[src/rtl/spw_link_ctrl_if.sv]
// Host/core-facing signal bundle of the SpaceWire link controller.
// The slave modport is the controller's view; the master modport drives it.
interface spw_link_ctrl_if;
  logic       CMD_START;
  logic       CMD_STOP;
  logic [2:0] CURRENTSTATE;
  logic       LINK_START;
  logic       LINK_DISABLE;
  logic       AUTOSTART;
  logic       HOST_WR;
  logic [8:0] HOST_DATA;
  logic       HOST_BUSY;
  logic       WR_DATA;
  logic [8:0] DATA_I;
  logic       TX_FULL;
  logic       RD_DATA;
  logic       RX_EMPTY;
  logic [8:0] DATA_O;
  logic       HOST_RX_VALID;
  logic [8:0] HOST_RX_DATA;
  logic       HOST_RX_ACK;
  logic       LINK_UP;
  logic       LINK_FAIL;
  logic [2:0] RETRY_CNT;
  logic [7:0] DROP_CNT;

  modport slave (
    input  CMD_START, CMD_STOP, CURRENTSTATE, HOST_WR, HOST_DATA, TX_FULL,
           RX_EMPTY, DATA_O, HOST_RX_ACK,
    output LINK_START, LINK_DISABLE, AUTOSTART, HOST_BUSY, WR_DATA, DATA_I,
           RD_DATA, HOST_RX_VALID, HOST_RX_DATA, LINK_UP, LINK_FAIL,
           RETRY_CNT, DROP_CNT
  );

  modport master (
    output CMD_START, CMD_STOP, CURRENTSTATE, HOST_WR, HOST_DATA, TX_FULL,
           RX_EMPTY, DATA_O, HOST_RX_ACK,
    input  LINK_START, LINK_DISABLE, AUTOSTART, HOST_BUSY, WR_DATA, DATA_I,
           RD_DATA, HOST_RX_VALID, HOST_RX_DATA, LINK_UP, LINK_FAIL,
           RETRY_CNT, DROP_CNT
  );
endinterface

[src/rtl/spw_link_ctrl.sv]
// SpaceWire link bring-up/retry controller with a 1-deep TX holding register
// and a single-outstanding-read RX path between the core FIFOs and the host.
module spw_link_ctrl #(
  parameter int START_TIMEOUT  = 20000,
  parameter int BACKOFF_CYCLES = 2560,
  parameter int MAX_RETRY      = 7
) (
  input  logic           CLOCK,
  input  logic           RESETn,
  spw_link_ctrl_if.slave lk
);
  localparam int TMAX = (START_TIMEOUT > BACKOFF_CYCLES) ? START_TIMEOUT : BACKOFF_CYCLES;
  localparam int TW   = $clog2(TMAX + 1);
  localparam logic [TW-1:0] START_LAST   = TW'(START_TIMEOUT - 1);
  localparam logic [TW-1:0] BACKOFF_LAST = TW'(BACKOFF_CYCLES - 1);
  localparam logic [2:0]    RETRY_LIM    = 3'(MAX_RETRY);
  localparam logic [2:0]    CS_RUN       = 3'd5;

  typedef enum logic [2:0] {S_OFF, S_START, S_RUN, S_BACKOFF, S_FAIL} state_e;

  state_e        state_q, state_d;
  logic [TW-1:0] tmr_q, tmr_d;
  logic [2:0]    retry_q, retry_d;
  logic [7:0]    drop_q, drop_d;
  logic          link_ok, in_run, link_on;

  assign link_ok = (lk.CURRENTSTATE == CS_RUN);
  assign in_run  = (state_q == S_RUN);
  assign link_on = (state_q == S_START) || in_run;

  always_ff @(posedge CLOCK or negedge RESETn) begin
    if (!RESETn) begin
      state_q <= S_OFF;
      tmr_q   <= '0;
      retry_q <= '0;
      drop_q  <= '0;
    end else begin
      state_q <= state_d;
      tmr_q   <= tmr_d;
      retry_q <= retry_d;
      drop_q  <= drop_d;
    end
  end

  // One timer serves both the start timeout and the backoff hold.
  always_comb begin
    state_d = state_q;
    tmr_d   = tmr_q;
    retry_d = retry_q;
    drop_d  = drop_q;
    if (lk.CMD_STOP) begin
      state_d = S_OFF;
    end else begin
      case (state_q)
        S_OFF, S_FAIL: if (lk.CMD_START) begin
          state_d = S_START;
          tmr_d   = '0;
          retry_d = '0;
        end
        S_START: begin
          if (link_ok) begin
            state_d = S_RUN;
            tmr_d   = '0;
          end else if (tmr_q == START_LAST) begin
            tmr_d = '0;
            if (retry_q == RETRY_LIM) begin
              state_d = S_FAIL;
            end else begin
              state_d = S_BACKOFF;
              retry_d = retry_q + 3'd1;
            end
          end else begin
            tmr_d = tmr_q + 1'b1;
          end
        end
        S_RUN: if (!link_ok) begin
          state_d = S_BACKOFF;
          tmr_d   = '0;
          if (drop_q != 8'hFF) drop_d = drop_q + 8'd1;
        end
        S_BACKOFF: begin
          if (tmr_q == BACKOFF_LAST) begin
            state_d = S_START;
            tmr_d   = '0;
          end else begin
            tmr_d = tmr_q + 1'b1;
          end
        end
        default: state_d = S_OFF;
      endcase
    end
  end

  assign lk.LINK_START   = link_on;
  assign lk.AUTOSTART    = link_on;
  assign lk.LINK_DISABLE = !link_on;
  assign lk.LINK_UP      = in_run;
  assign lk.LINK_FAIL    = (state_q == S_FAIL);
  assign lk.RETRY_CNT    = retry_q;
  assign lk.DROP_CNT     = drop_q;

  // TX holding register: survives link drops, only reset discards it.
  logic       tx_full_q;
  logic [8:0] tx_data_q;
  logic       tx_wr;

  assign tx_wr        = tx_full_q && in_run && !lk.TX_FULL;
  assign lk.WR_DATA   = tx_wr;
  assign lk.DATA_I    = tx_data_q;
  assign lk.HOST_BUSY = tx_full_q;

  always_ff @(posedge CLOCK or negedge RESETn) begin
    if (!RESETn) begin
      tx_full_q <= 1'b0;
      tx_data_q <= '0;
    end else if (tx_wr) begin
      tx_full_q <= 1'b0;
    end else if (lk.HOST_WR && !tx_full_q) begin
      tx_full_q <= 1'b1;
      tx_data_q <= lk.HOST_DATA;
    end
  end

  // RX: the core FIFO presents DATA_O the cycle after RD_DATA; capture then.
  logic       rd_pend_q, rx_vld_q, rx_rd;
  logic [8:0] rx_data_q;

  assign rx_rd            = in_run && !lk.RX_EMPTY && !rx_vld_q && !rd_pend_q;
  assign lk.RD_DATA       = rx_rd;
  assign lk.HOST_RX_VALID = rx_vld_q;
  assign lk.HOST_RX_DATA  = rx_data_q;

  always_ff @(posedge CLOCK or negedge RESETn) begin
    if (!RESETn) begin
      rd_pend_q <= 1'b0;
      rx_vld_q  <= 1'b0;
      rx_data_q <= '0;
    end else begin
      rd_pend_q <= rx_rd;
      if (rd_pend_q) begin
        rx_vld_q  <= 1'b1;
        rx_data_q <= lk.DATA_O;
      end else if (rx_vld_q && lk.HOST_RX_ACK) begin
        rx_vld_q <= 1'b0;
      end
    end
  end
endmodule

[src/flat_wrapper.sv]
// flat-port wrapper written by rule: the top's interface ports become plain ports
module spw_link_ctrl_flat 
#(
  parameter int START_TIMEOUT  = 20000,
  parameter int BACKOFF_CYCLES = 2560,
  parameter int MAX_RETRY      = 7
)
  (CLOCK, RESETn, lk_CMD_START, lk_CMD_STOP, lk_CURRENTSTATE, lk_HOST_WR, lk_HOST_DATA, lk_TX_FULL, lk_RX_EMPTY, lk_DATA_O, lk_HOST_RX_ACK, lk_LINK_START, lk_LINK_DISABLE, lk_AUTOSTART, lk_HOST_BUSY, lk_WR_DATA, lk_DATA_I, lk_RD_DATA, lk_HOST_RX_VALID, lk_HOST_RX_DATA, lk_LINK_UP, lk_LINK_FAIL, lk_RETRY_CNT, lk_DROP_CNT);
  spw_link_ctrl_if lk_i ();
  input  logic CLOCK;
  input  logic RESETn;
  input wire logic [$bits(lk_i.CMD_START)-1:0] lk_CMD_START;
  input wire logic [$bits(lk_i.CMD_STOP)-1:0] lk_CMD_STOP;
  input wire logic [$bits(lk_i.CURRENTSTATE)-1:0] lk_CURRENTSTATE;
  input wire logic [$bits(lk_i.HOST_WR)-1:0] lk_HOST_WR;
  input wire logic [$bits(lk_i.HOST_DATA)-1:0] lk_HOST_DATA;
  input wire logic [$bits(lk_i.TX_FULL)-1:0] lk_TX_FULL;
  input wire logic [$bits(lk_i.RX_EMPTY)-1:0] lk_RX_EMPTY;
  input wire logic [$bits(lk_i.DATA_O)-1:0] lk_DATA_O;
  input wire logic [$bits(lk_i.HOST_RX_ACK)-1:0] lk_HOST_RX_ACK;
  output wire logic [$bits(lk_i.LINK_START)-1:0] lk_LINK_START;
  output wire logic [$bits(lk_i.LINK_DISABLE)-1:0] lk_LINK_DISABLE;
  output wire logic [$bits(lk_i.AUTOSTART)-1:0] lk_AUTOSTART;
  output wire logic [$bits(lk_i.HOST_BUSY)-1:0] lk_HOST_BUSY;
  output wire logic [$bits(lk_i.WR_DATA)-1:0] lk_WR_DATA;
  output wire logic [$bits(lk_i.DATA_I)-1:0] lk_DATA_I;
  output wire logic [$bits(lk_i.RD_DATA)-1:0] lk_RD_DATA;
  output wire logic [$bits(lk_i.HOST_RX_VALID)-1:0] lk_HOST_RX_VALID;
  output wire logic [$bits(lk_i.HOST_RX_DATA)-1:0] lk_HOST_RX_DATA;
  output wire logic [$bits(lk_i.LINK_UP)-1:0] lk_LINK_UP;
  output wire logic [$bits(lk_i.LINK_FAIL)-1:0] lk_LINK_FAIL;
  output wire logic [$bits(lk_i.RETRY_CNT)-1:0] lk_RETRY_CNT;
  output wire logic [$bits(lk_i.DROP_CNT)-1:0] lk_DROP_CNT;
  assign lk_i.CMD_START = lk_CMD_START;
  assign lk_i.CMD_STOP = lk_CMD_STOP;
  assign lk_i.CURRENTSTATE = lk_CURRENTSTATE;
  assign lk_i.HOST_WR = lk_HOST_WR;
  assign lk_i.HOST_DATA = lk_HOST_DATA;
  assign lk_i.TX_FULL = lk_TX_FULL;
  assign lk_i.RX_EMPTY = lk_RX_EMPTY;
  assign lk_i.DATA_O = lk_DATA_O;
  assign lk_i.HOST_RX_ACK = lk_HOST_RX_ACK;
  assign lk_LINK_START = lk_i.LINK_START;
  assign lk_LINK_DISABLE = lk_i.LINK_DISABLE;
  assign lk_AUTOSTART = lk_i.AUTOSTART;
  assign lk_HOST_BUSY = lk_i.HOST_BUSY;
  assign lk_WR_DATA = lk_i.WR_DATA;
  assign lk_DATA_I = lk_i.DATA_I;
  assign lk_RD_DATA = lk_i.RD_DATA;
  assign lk_HOST_RX_VALID = lk_i.HOST_RX_VALID;
  assign lk_HOST_RX_DATA = lk_i.HOST_RX_DATA;
  assign lk_LINK_UP = lk_i.LINK_UP;
  assign lk_LINK_FAIL = lk_i.LINK_FAIL;
  assign lk_RETRY_CNT = lk_i.RETRY_CNT;
  assign lk_DROP_CNT = lk_i.DROP_CNT;
  spw_link_ctrl #(.START_TIMEOUT(START_TIMEOUT), .BACKOFF_CYCLES(BACKOFF_CYCLES), .MAX_RETRY(MAX_RETRY)) u_core (.CLOCK(CLOCK), .RESETn(RESETn), .lk(lk_i));
endmodule
[config.mk]
export PLATFORM = sky130hd
export DESIGN_NAME = spw_link_ctrl_flat
export DESIGN_NICKNAME = d
export VERILOG_FILES = /design/src/rtl/spw_link_ctrl_if.sv /design/src/rtl/spw_link_ctrl.sv /design/src/flat_wrapper.sv
export SDC_FILE = /design/constraint.sdc
export NUM_CORES = 1
export LEC_CHECK = 0
export ABC_CLOCK_PERIOD_IN_PS = 3200
export CORE_UTILIZATION = 45
export DETAILED_ROUTE_END_ITERATION = 10
export PLACE_DENSITY = 0.84
export SYNTH_ARGS = -nofsm -noshare
export SYNTH_HDL_FRONTEND = slang
export SYNTH_SLANG_ARGS = --single-unit
[constraint.sdc]
create_clock -name CLOCK -period 3.2 [get_ports CLOCK]
set_input_delay 0.64 -clock CLOCK [delete_from_list [all_inputs] [get_ports CLOCK]]
set_output_delay 0.64 -clock CLOCK [all_outputs]
set_load 0.005 [all_outputs]
* After elaboration in Yosys (flattened, before gate mapping)
Index checks and enable logic that the tools add are counted.
** Operators by class
- Add/subtract/negate cells :: 3
- Mux-type cells :: 23
- Bitwise logic cells :: 3
- Eq/ne operators :: 18
- Reduce and logical (&&, ||, !) cells :: 25
** Operator list (count)
- $mux W15 :: 5
- $pmux W15 S4 :: 1
- $mux W3 :: 11
- $add A15 B1 Y15 const B :: 1
- $eq A15 B12 Y1 const B :: 1
- $eq A15 B15 Y1 const B :: 1
- $pmux W3 S4 :: 1
- $reduce_and A4 Y1 :: 3
- $ne A2 B2 Y1 const B :: 5
- $eq A3 B3 Y1 const B :: 3
- $add A8 B1 Y8 const B :: 1
- $ne A8 B8 Y1 const B :: 1
- $logic_and A1 B1 Y1 :: 7
- $eq A3 B2 Y1 const B :: 2
- $logic_not A1 Y1 :: 6
- $ne A3 B3 Y1 const B :: 2
- $pmux W3 S2 :: 1
- $reduce_and A6 Y1 :: 1
- $reduce_bool A2 Y1 :: 3
- $mux W1 :: 4
- $ne A4 B3 Y1 const B :: 1
- $reduce_bool A4 Y1 :: 1
- $add A3 B1 Y3 const B :: 1
- $eq A3 B1 Y1 const B :: 1
- 6 further kinds :: 8
** Word-level totals
- Logic and storage cells :: 81
- Bits of input ports :: 29
- Output and inout port bits :: 38
- Register bits after elaboration :: 50

* Longest topological paths before layout
- Depth after elaboration :: 6
- Mapped depth :: 7
- Depth with buffers taken out :: 6

* Worst setup path before layout
Ideal clock, no wire load.
- Path type :: input port to flip-flop
- Start :: input port lk_CURRENTSTATE[1]
- End :: register u_core.tmr_q[13]
- Slack :: 1.311 ns
- Data required time :: 3.106 ns
- Buffers on the path :: 1
- Stages on the path :: 6
- Arrival time :: 1.795 ns
- Path through :: nand3b_1 a311oi_2 nor2_1 buf_6 and4_1 a211oi_1
** Between the ends
- Cells in the longest elaborated chain, start to end :: 3
** Ends and longest elaborated chain
- start: declaration :: line flat_wrapper.sv:14 : input wire logic [$bits(lk_i.CURRENTSTATE)-1:0] lk_CURRENTSTATE;
- $eq A3 B3 Y1 * :: line spw_link_ctrl.sv:27 : assign link_ok = (lk.CURRENTSTATE == CS_RUN);
- $mux W15 or $ne A2 B2 Y1 (tied branches)
- $pmux W15 S4 or $reduce_and A4 Y1 (tied branches)
- end signal: assignment :: line spw_link_ctrl.sv:39 : tmr_q <= tmr_d;
- end: declaration :: line spw_link_ctrl.sv:22 : logic [TW-1:0] tmr_q, tmr_d;
Every way passes the cells marked *; elsewhere a longest branch is shown, timed or not.
A chain may end at the register's enable or synchronous reset.

* Worst setup path in the final report
- Start :: register u_core.state_q[1]
- End :: output port lk_RD_DATA
** Between the ends
- Cells in the longest elaborated chain, start to end :: 4
** Ends and longest elaborated chain
- start: declaration :: line spw_link_ctrl.sv:21 : state_e state_q, state_d;
- start signal: assignment :: line spw_link_ctrl.sv:38 : state_q <= state_d;
- $eq A3 B2 Y1 :: line spw_link_ctrl.sv:28 : assign in_run = (state_q == S_RUN);
- $logic_and A1 B1 Y1 (3 in series) :: line spw_link_ctrl.sv:128 : assign rx_rd = in_run && !lk.RX_EMPTY && !rx_vld_q && !rd_pend_q;
- end: declaration :: line flat_wrapper.sv:27 : output wire logic [$bits(lk_i.RD_DATA)-1:0] lk_RD_DATA;
Every way passes these cells.

==> qor.yml <==
status:
  status: "completed"
synthesis:
  synth-seq-cells: 50
  synthMuxAreaShare_pct: 8.83
  synth-simple-area-share_pct: 20.2
  synthArstFlopShare_pct: 100
  yosysTopAreaCell: "dfrtp_1"
  ys_types: 52
  synth.top_cell.area_share_pct: 49.1
  synth_top_family_by_area: "simple AND/OR/NAND/NOR gates"
  syn_nets: 258
  synth_cells: 225
  yosysSeqAreaShare_pct: 49.1
  synth_xor_xnor_area_share_pct: 2.40
  yosysMostFrequentCell: "dfrtp_1"
  syn_area_um2: 2550
  yosys_warnings: 0
  synth_edf_count: 0
  syn_area_per_cell_um2: 11.3
  synth_compound_area_share_pct: 12.9
  ys.flop_type: "dfrtp_1"
  synth-adder-area-share_pct: 1.96
  synth_common_cells: "dfrtp_1 (50), mux2_2 (20), a22o_1 (12), nor2_1 (12), o21ai_0 (11)"
  yosys-top-cells-area: "dfrtp_1 (49%), mux2_2 (8.8%), a22o_1 (4.1%), o21ai_0 (2.2%), xnor2_1 (2.1%)"
flow_run:
  maxCapViolations: 0
critical_path:
  path_cells: "nand2_1, nor4_1, clkdlybuf4s50_1"
  cp.required_ns: 2.56
  critPathKind: "reg2out"
  r2r_slack_ns: 1.01
  crit_buf_inv: 1
  crit_path_top_delay_cell: "dfrtp_1"
  r2r_end: "u_core.tmr_q[14]"
  worst_path_largest_cell_delay_ns: 0.58
  reg2reg_depth: 6
  start_kind: "flop"
  endpoint_kind: "output port"
  r2r_start: "u_core.tmr_q[0]"
  cp_top_family: "simple AND/OR/NAND/NOR gates"
  cp.arrival_ns: 2.09
  worst-path-max-fanout: 11
placement:
  dpl.hpwl_um: 3730
  gp_congestion: 0.782
  portBuffers: 66
  dpl_worst_slack_ns: 0.604
finish:
  layout-drive-gt1-share_pct: 14.8
  syn_to_final_growth_pct: 30.7
  ff_latch_area_um2: 1250
  fillerInstances: 433
  multi_input_area_um2: 1180
  n_antenna_cell: 0
  nets: 322
power:
  power_density_nw_per_um2: 569
  p_leak_uw: 0.00144
  pwr-share-comb_pct: 30.6
  ir_drop_uv: 303
  seqPwrFrac_pct: 46.2
  p_sw_share_pct: 25.9
  intPower_uw: 1400
  switchingPower_uw: 491
  power.share.clock_pct: 23.2
timing:
  holdWs_ns: 0.255
  grt_setup_unrepaired: "false"
  setup_viol: 0
  slew_headroom_pct: 47.6
  drv_slew: 0
  period_needed_ns: 2.73
  hold_viol: 0
  max_freq_ghz: 0.367
  worst_pin_slew_ns: 0.784
  fin_skew_ns: 0.00444
  post-route-period-util_pct: 85.3
  fin_ws_ns: 0.472
  fin_setup_tns_ns: 0
detailed_routing:
  dr.first_iter.drc_count: 147
  wl_met3_um: 290
  drt_pass1_iterations: 4
  antenna_left: 0
  via_count: 1908
  vias_per_cell: 5.27
  met2_length_um: 2310
  drcViolationCount: 0
  dr.max_layer_used: "met4"
  routed_wl_um: 5120
  wire_per_inst_um: 14.1
  wl_met1_um: 2420
floorplan:
  die_height_um: 77.3
  die-area_um2: 5970
  die_x_um: 77.3
  core_area_um2: 5470
  start_util_pct: 46.6
  rows: 27
  ios: 67
global_routing:
  grt_max_degree: 33
  grt_pass1_wl_um: 8700
  antenna_found_initial: 0
  grt_pass1_vias: 1853
  gr-usage-all-layers_pct: 18.5
  gr-total-overflow: 0
clock_tree:
  clkLatencyLatePin_ns: 0.30
  post_cts_resized: 0
  ctsHoldBuffers: 0
  cts_root_buffer: "clkbuf_8"
  cts_tree: "built"
  numCtsBuffers: 5
  cts_htree_levels: 2
  numClockSinks: 50
  clk_path_buf_depth: 2
  path_clk_slew_ns: 0.09
  cts_setup_buffers: 0
min_path:
  hold_class: "in2async"
flip-flops by register name (all words and copies together) (netlist names):
signal,cells
u_core.state_q,3
u_core.lk.HOST_RX_VALID,1
u_core.lk.RETRY_CNT,3
u_core.lk.HOST_RX_DATA,9
u_core.lk.HOST_BUSY,1
u_core.lk.DATA_I,9
u_core.tmr_q,15
u_core.rd_pend_q,1
u_core.lk.DROP_CNT,8
power groups by stage:
stage | clock network, µW | logic [µW] | registers [µW]
after floorplan | 0 | 230 | 887
after global placement | 0 | 574 | 881
after detailed placement | 0 | 589 | 889
after CTS | 451 | 591 | 875
after global routing | 475 | 634 | 901
final | 439 | 581 | 875
how the worst max path moves through the flow:
| stage | startpoint | to | cells after the start |
|---|---|---|---|
| after floorplan | lk_CURRENTSTATE[1] | u_core.tmr_q[13] | 6 |
| after global placement | lk_RX_EMPTY | lk_RD_DATA | 3 |
| after detailed placement | lk_RX_EMPTY | lk_RD_DATA | 3 |
| after CTS | u_core.state_q[1] | lk_RD_DATA | 3 |
| after global routing | u_core.state_q[1] | lk_RD_DATA | 3 |
| final | u_core.state_q[1] | lk_RD_DATA | 3 |
placed cells by master, fill, tap and decap left out, drive strengths merged, types with 4 or more instances in the layout:
| cell | instances |
|---|---|
| and4 | 5 |
| xnor2 | 6 |
| clkdlybuf4s50 | 65 |
| nand4 | 6 |
| a22o | 12 |
| o21ai | 14 |
| dfrtp | 50 |
| nor2 | 13 |
| clkbuf | 6 |
| mux2 | 20 |
| ha | 4 |
| nand3 | 4 |
| nand2 | 9 |
| a21oi | 4 |
| inv | 8 |
| and3 | 9 |
| nor2b | 8 |
| nor3 | 8 |
stage by stage:
step	instances	cell area (µm²)	total power [µW]	util, %
global route	362	3330	2010	60.9
finish	362	3330	1900	60.9
CTS	362	3330	1920	60.9
global placement	354	3220	1460	58.9
floorplan	225	2550	1120	-
detailed placement	354	3220	1480	58.9
cell type report:
class,count,area share (%)
multi-input combinational,156,35.4
timing repair buffer,68,20.1
sequential,50,37.6
clock buffer,6,2.18
tap,72,2.70
clock inverter,2,1.13
inverter,8,0.901
metal layers:
| metal | GRT usage, % | vias to the layer above |
|---|---|---|
| met5 | 0 | - |
| met4 | 8.68 | 0 |
| met3 | 4.05 | 7 |
| met2 | 29.0 | 66 |
| met1 | 24.3 | 879 |
| li1 | - | 956 |
worst reg2reg max path, cell delays in order (launching register included):
cell	delay (ns)
dfrtp_1	0.39
ha_1	0.23
and4_2	0.29
nand4_1	0.26
a21oi_4	0.51
nor3_4	0.16
a22o_1	0.24
logic make-up after synthesis:
family	Yosys count
AOI/OAI and AO/OA	45
xor gates and xnor gates	7
adders and majority gates	4
buffers and inverters	19
DFF	50
muxes	20
and+or+nand+nor	80
Power figures use the tool's default switching activity.
